File: src/rtl/clb_cfg_ctrl.sv
// Serial configuration loader for a row of CLB slices: hunts for a sync word, shifts in a
// payload, checks even parity and commits the per-slice mode word.
module clb_cfg_ctrl #(
  parameter int unsigned NSLICE  = 4,
  parameter int unsigned TIMEOUT = 15
) (
  input  logic                  clk_i,
  input  logic                  rst_i,
  input  logic                  cfg_valid_i,
  input  logic                  cfg_bit_i,
  output logic                  cfg_ready_o,
  output logic [2*NSLICE-1:0]   mode_o,
  output logic                  busy_o,
  output logic                  cfg_done_o,
  output logic                  cfg_err_o,
  output logic [7:0]            cfg_cnt_o
);

  localparam int unsigned W = 2 * NSLICE;

  typedef enum logic [1:0] {StHunt, StLoad, StParity, StCommit} state_e;

  state_e       state_q, state_d;
  logic [3:0]   win_q, win_d;
  logic [W-1:0] shadow_q, shadow_d;
  logic [W-1:0] mode_q, mode_d;
  logic [4:0]   bits_q, bits_d;
  logic [7:0]   idle_q, idle_d;
  logic [7:0]   cnt_q, cnt_d;
  logic         ok_q, ok_d;
  logic         ready_q, ready_d;
  logic         busy_q, busy_d;
  logic         done_q, done_d;
  logic         err_q, err_d;
  logic         xfer;

  assign xfer = cfg_valid_i & ready_q;

  always_comb begin
    state_d  = state_q;
    win_d    = win_q;
    shadow_d = shadow_q;
    mode_d   = mode_q;
    bits_d   = bits_q;
    idle_d   = idle_q;
    cnt_d    = cnt_q;
    ok_d     = ok_q;
    done_d   = 1'b0;
    err_d    = 1'b0;

    unique case (state_q)
      StHunt: begin
        if (xfer) begin
          win_d = {win_q[2:0], cfg_bit_i};
          if (win_d == 4'b1011) begin
            state_d = StLoad;
            bits_d  = '0;
            idle_d  = '0;
          end
        end
      end
      StLoad, StParity: begin
        if (xfer) begin
          idle_d = '0;
          if (state_q == StLoad) begin
            shadow_d = {shadow_q[W-2:0], cfg_bit_i};
            bits_d   = bits_q + 5'd1;
            if (bits_q == 5'(W - 1)) state_d = StParity;
          end else begin
            // Even parity: payload plus parity bit must XOR to zero.
            ok_d    = ~(^shadow_q ^ cfg_bit_i);
            state_d = StCommit;
          end
        end else if (idle_q == 8'(TIMEOUT - 1)) begin
          state_d  = StHunt;
          err_d    = 1'b1;
          shadow_d = '0;
          win_d    = '0;
          idle_d   = '0;
        end else begin
          idle_d = idle_q + 8'd1;
        end
      end
      StCommit: begin
        if (ok_q) begin
          mode_d = shadow_q;
          done_d = 1'b1;
          if (cnt_q != 8'hFF) cnt_d = cnt_q + 8'd1;
        end else begin
          err_d = 1'b1;
        end
        state_d = StHunt;
        win_d   = '0;
      end
    endcase

    ready_d = (state_d != StCommit);
    busy_d  = (state_d != StHunt);
  end

  always_ff @(posedge clk_i) begin
    if (rst_i) begin
      state_q  <= StHunt;
      win_q    <= '0;
      shadow_q <= '0;
      mode_q   <= '1;
      bits_q   <= '0;
      idle_q   <= '0;
      cnt_q    <= '0;
      ok_q     <= 1'b0;
      ready_q  <= 1'b0;
      busy_q   <= 1'b0;
      done_q   <= 1'b0;
      err_q    <= 1'b0;
    end else begin
      state_q  <= state_d;
      win_q    <= win_d;
      shadow_q <= shadow_d;
      mode_q   <= mode_d;
      bits_q   <= bits_d;
      idle_q   <= idle_d;
      cnt_q    <= cnt_d;
      ok_q     <= ok_d;
      ready_q  <= ready_d;
      busy_q   <= busy_d;
      done_q   <= done_d;
      err_q    <= err_d;
    end
  end

  assign cfg_ready_o = ready_q;
  assign mode_o      = mode_q;
  assign busy_o      = busy_q;
  assign cfg_done_o  = done_q;
  assign cfg_err_o   = err_q;
  assign cfg_cnt_o   = cnt_q;

endmodule

File: config.mk
export PLATFORM = sky130hd
export DESIGN_NAME = clb_cfg_ctrl
export DESIGN_NICKNAME = d
export VERILOG_FILES = /design/src/rtl/clb_cfg_ctrl.sv
export SDC_FILE = /design/constraint.sdc
export NUM_CORES = 1
export LEC_CHECK = 0
export CAP_MARGIN = 20
export CORE_MARGIN = 3
export CORE_UTILIZATION = 50
export CTS_CLUSTER_SIZE = 28
export DETAILED_ROUTE_END_ITERATION = 10
export PLACE_DENSITY = 0.79
export SKIP_LAST_GASP = 1
export SLEW_MARGIN = 20
export SYNTH_ARGS = -nofsm -noshare
export SYNTH_HDL_FRONTEND = slang
export SYNTH_SLANG_ARGS = --single-unit
export TNS_END_PERCENT = 100
File: constraint.sdc
create_clock -name clk_i -period 4.4 [get_ports clk_i]
set_clock_uncertainty 0.2 [all_clocks]
set_input_delay 1.32 -clock clk_i [delete_from_list [all_inputs] [get_ports clk_i]]
set_output_delay 1.32 -clock clk_i [all_outputs]
set_load 0.05 [all_outputs]
Yosys cells after proc, flatten, opt, wreduce, memory -nomap -nowiden. Index checks and enable logic that the tools add are counted.

Input bits: 4. Word-level logic and storage cells: 78. Register bits: 47.

Bitwise gates (word level): 5. Equality and inequality tests: 15. Reductions and logical operators: 14. Muxes and demuxes: 29. Add/sub/neg operators: 3.

Operators with widths (number): $mux 8 (7); $mux 5 (4); $add 8x1->8 const B (2); $pmux 8 s2 (1); $reduce_and 3->1 (5); $ne 2x2->1 const B (7); $mux 2 (6); $pmux 5 s2 (1); $mux 3 (3); $pmux 3 s3 (1); $eq 8x4->1 const B (1); $ne 8x8->1 const B (1); $reduce_xor 8->1 (1); $pmux 2 s3 (1); $reduce_bool 2->1 (3); $add 5x1->5 const B (1); $eq 5x3->1 const B (1); $reduce_and 5->1 (1); $eq 2x2->1 const B (2); $eq 4x4->1 const B (1); $mux 1 (4); $reduce_or 2->1 (2); $not 1->1 (3); $eq 2x1->1 const B (1); 6 further kinds (6).

Depth between registers and ports, before layout.
Depth after elaboration: 6. Depth in mapped cells: 7. Mapped depth without buffers: 6.

Worst setup path after synthesis. No wires, ideal clock.

Kind: input to register. Start point: input cfg_bit_i. End point: register bits_q[3]. Slack: 1.778 ns. Path buffers: 1. Cell stages on the path: 5. Arrival: 2.353 ns. Required time: 4.130 ns. Path through: and4b_4 -> a21oi_2 -> buf_6 -> or4_1 -> a21oi_1.

Word-level cells in the longest chain between the ends: 3.

Ends and longest elaborated chain: from (decl) (line 10) `input logic cfg_bit_i,`; $eq 4x4->1 (line 55) `if (win_d == 4'b1011) begin`; $ne 2x2->1 (no source line); $reduce_and 5->1 (no source line); to (signal assigned) (line 120) `bits_q <= bits_d;`; to (decl) (line 27) `logic [4:0] bits_q, bits_d;`.

Every way passes these cells. A chain may end at the register's enable or synchronous reset.

Final worst setup path.
Start point: input cfg_valid_i. End point: register idle_q[5].

Word-level cells in the longest chain between the ends: 3.

Ends and longest elaborated chain: from (decl) (line 9) `input logic cfg_valid_i,`; $and 1x1->1 * (line 37) `assign xfer = cfg_valid_i & ready_q;`; $mux 8 / $ne 2x2->1 (equally long branches); $pmux 8 s2 / $reduce_and 3->1 (equally long branches); to (signal assigned) (line 121) `idle_q <= idle_d;`; to (decl) (line 28) `logic [7:0] idle_q, idle_d;`.

Every way passes the cells marked *; elsewhere a longest branch is shown, timed or not.

==> impl_metrics.csv <==
group,metric,value,unit
outcome,status,"complete, no violations",
sta,hold_viol,0,
placed_design,dpl.hpwl,3220,um
worst_hold_path,hp-class,"reg2reg",
floorplanning,coreArea,4200,sq um
sta,worst_pin_slew,0.863,ns
layout,fin_util,62.9,%
worst_hold_path,min_from,"mode_o[5]",
floorplanning,die_x,73.4,um
clock_network,root_buffer,"clkbuf_8",
logic_synthesis,yosys.cell_types.count,47,
critical_path,rrSetupSlack,1.84,ns
floorplanning,rows,23,
route,antenna_left,0,
grt,antenna_found_initial,0,
logic_synthesis,synth_top_flop_cell,"dfxtp_1",
sta,fmax,313,MHz
clock_network,cts_sinks,47,
worst_hold_path,min_to,"mode_o[5]",
grt,first_global_vias,1846,
critical_path,crit_required,4.43,ns
critical_path,worstSetupEndpointType,"register",
logic_synthesis,synth-edff-count,0,
route,dr_total_vias,2006,
grt,grt-ovfl-total,0,
power,power_density,292,nW/um^2
floorplanning,io_pins,24,
grt,grt_use_total,19.1,%
logic_synthesis,syn_avg_cell_area,8.32,sq um
logic_synthesis,syn_inst,273,
route,vias_per_cell,5.81,
floorplanning,die_area,5390,sq um
floorplanning,start_util,54.1,%
critical_path,cp_max_fo,13,
logic_synthesis,async_reset_ff_share,0,%
route,drt_pass1_iterations,4,
critical_path,r2r-start,"state_q[0]",
logic_synthesis,synth-seq-area-share,41.4,%
clock_network,tritoncts,"yes",
route,remaining_drc_errors,0,
sta,slew_headroom,42.2,%
flow_run,drv_cap,0,
clock_network,post_cts_resized,0,
clock_network,clk_latency,0.30,ns
power,max-vdd-ir-drop,207,uV
layout,syn_to_final_growth,16.3,%
critical_path,r2r-end,"bits_q[3]",
route,routed_wl,4710,um
layout,fillerInstances,382,
worst_hold_path,hold_depth,2,
sta,slew_viol_final,0,
clock_network,cts_buffer_depth,2,
placed_design,port_buffers,23,
logic_synthesis,ys_ff_latch,47,
route,drt_iter0_drc,166,
critical_path,worstPathArrival,3.22,ns
critical_path,critPathLaunchType,"input port",
sta,rsz0062_at_grt,"no",
grt,grt_max_degree,32,
logic_synthesis,syn_nets,285,
power,p_leak,0.932,nW
sta,setup_viol,0,
sta,whs,0.276,ns
clock_network,cts_hold_buf,0,
placed_design,gp_congestion,0.812,
layout,num-nets-final,306,
sta,setup_tns,0,ns
layout,diodes,0,
clock_network,clkTransAtPathRegs,0.10,ns
critical_path,crit_type,"in2reg",
sta,min_period,3.19,ns
clock_network,post_cts_buffers,0,
grt,grt_pass1_wl,8270,um
sta,fin_crit_sh,72.6,%
clock_network,numCtsBuffers,5,
layout,drive_gt1_share,5.08,%
logic_synthesis,netlist_area,2270,sq um
floorplanning,die_h,73.4,um
logic_synthesis,yosysWarnings,0,
route,wire_per_inst,13.7,um
clock_network,htree_levels,2,
critical_path,rr_worst_depth,6,
## logic make-up after synthesis
family,synth area share [%]
multiplexers,0.441
AO/OA/AOI/OAI,21.0
XOR/XNOR,3.69
AND/OR/NAND/NOR,24.9
flip-flops,41.4
adder cells (fa/ha/maj),4.41
buffers and inverters,4.18
## power by group
group / switching [W] / leakage, nW / internal (W) / total, W
Combinational: 0.0000151 / 0.498 / 0.00000792 / 0.0000230
Clock: 0.000151 / 0.0548 / 0.000171 / 0.000322
Sequential: 0.00000113 / 0.379 / 0.000426 / 0.000427
Total: 0.000167 / 0.932 / 0.000605 / 0.000773
## how the worst max path moves through the flow
stage,start,to
floorplan,cfg_bit_i,bits_q[3]
global placement,cfg_valid_i,idle_q[5]
detailed placement,cfg_valid_i,idle_q[5]
CTS,cfg_valid_i,idle_q[5]
global route,cfg_valid_i,idle_q[7]
finish,cfg_valid_i,idle_q[5]
## area by class of cell
class	count	area [sq um]	share of cell area, %
Timing Repair Buffer	24	238	9.00
Multi-Input combinational cell	204	1240	47.0
Inverter	12	45.0	1.70
Tap cell	50	62.6	2.37
Sequential cell	47	941	35.6
Clock inverter	3	46.3	1.75
Clock buffer	5	68.8	2.60
## layout by cell type (no fill, tap or decap), types with 2 or more instances in the layout
cell / n
and2b_1: 2
or3_1: 9
and4_1: 2
nor2_1: 8
nand3_1: 23
a21oi_1: 34
and2_1: 3
dfxtp_1: 47
xnor2_1: 5
o31ai_2: 2
and3b_1: 2
o21ai_0: 24
nand2_1: 33
ha_1: 8
o31ai_1: 6
xor2_1: 2
inv_1: 11
clkdlybuf4s50_1: 23
or4_1: 6
a31oi_1: 5
nor3_1: 5
clkbuf_8: 5
a211oi_1: 2
nand4_1: 2
## cells in the mapped netlist, types with 2 or more instances
cell type,instances,area [sq um]
o21ai_0,24,120
or4_1,6,45.0
xor2_1,2,17.5
o31ai_1,7,52.6
and2_1,3,18.8
dfxtp_1,47,941
nor3_1,5,25.0
a211oi_1,2,15.0
nand2_1,33,124
nand4_1,2,12.5
or3_1,9,56.3
a31oi_1,5,31.3
ha_1,8,100
xnor2_1,5,43.8
a21oi_1,34,170
nand3_1,23,115
and2b_1,2,15.0
and3b_1,2,17.5
and4_1,2,17.5
inv_1,11,41.3
nor2_1,8,30.0
buf_2,4,20.0
clkbuf_1,5,18.8
## state kept, by name (all words and copies together), names as in the netlist
register	flops
win_q	3
busy_o	1
idle_q	8
mode_o	8
state_q	2
cfg_ready_o	1
ok_q	1
cfg_cnt_o	8
cfg_done_o	1
bits_q	5
cfg_err_o	1
shadow_q	8
## worst max-delay path, cell delays in order
cell             delay, ns
clkdlybuf4s50_1       0.53
and2_2                0.30
a31oi_1               0.34
or4_1                 0.57
a21oi_1               0.15
## per-stage QoR
| stage | instances | area [sq um] | worst slack (ns) | power (W) |
|---|---|---|---|---|
| final | 345 | 2640 | 1.21 | 0.000773 |
| after global routing | 345 | 2640 | 1.00 | 0.000803 |
| after CTS | 345 | 2640 | 1.22 | 0.000779 |
| after detailed placement | 337 | 2520 | 0.911 | 0.000460 |
| after global placement | 337 | 2520 | 0.976 | 0.000460 |
| after floorplan | 273 | 2270 | 1.78 | 0.000451 |
## per-layer routing
layer	track usage (%)	wire length (um)
met5	0	0
met4	5.63	35
met3	3.69	216
met2	30.0	2190
met1	26.6	2280
(Power assumes the default switching activity.)
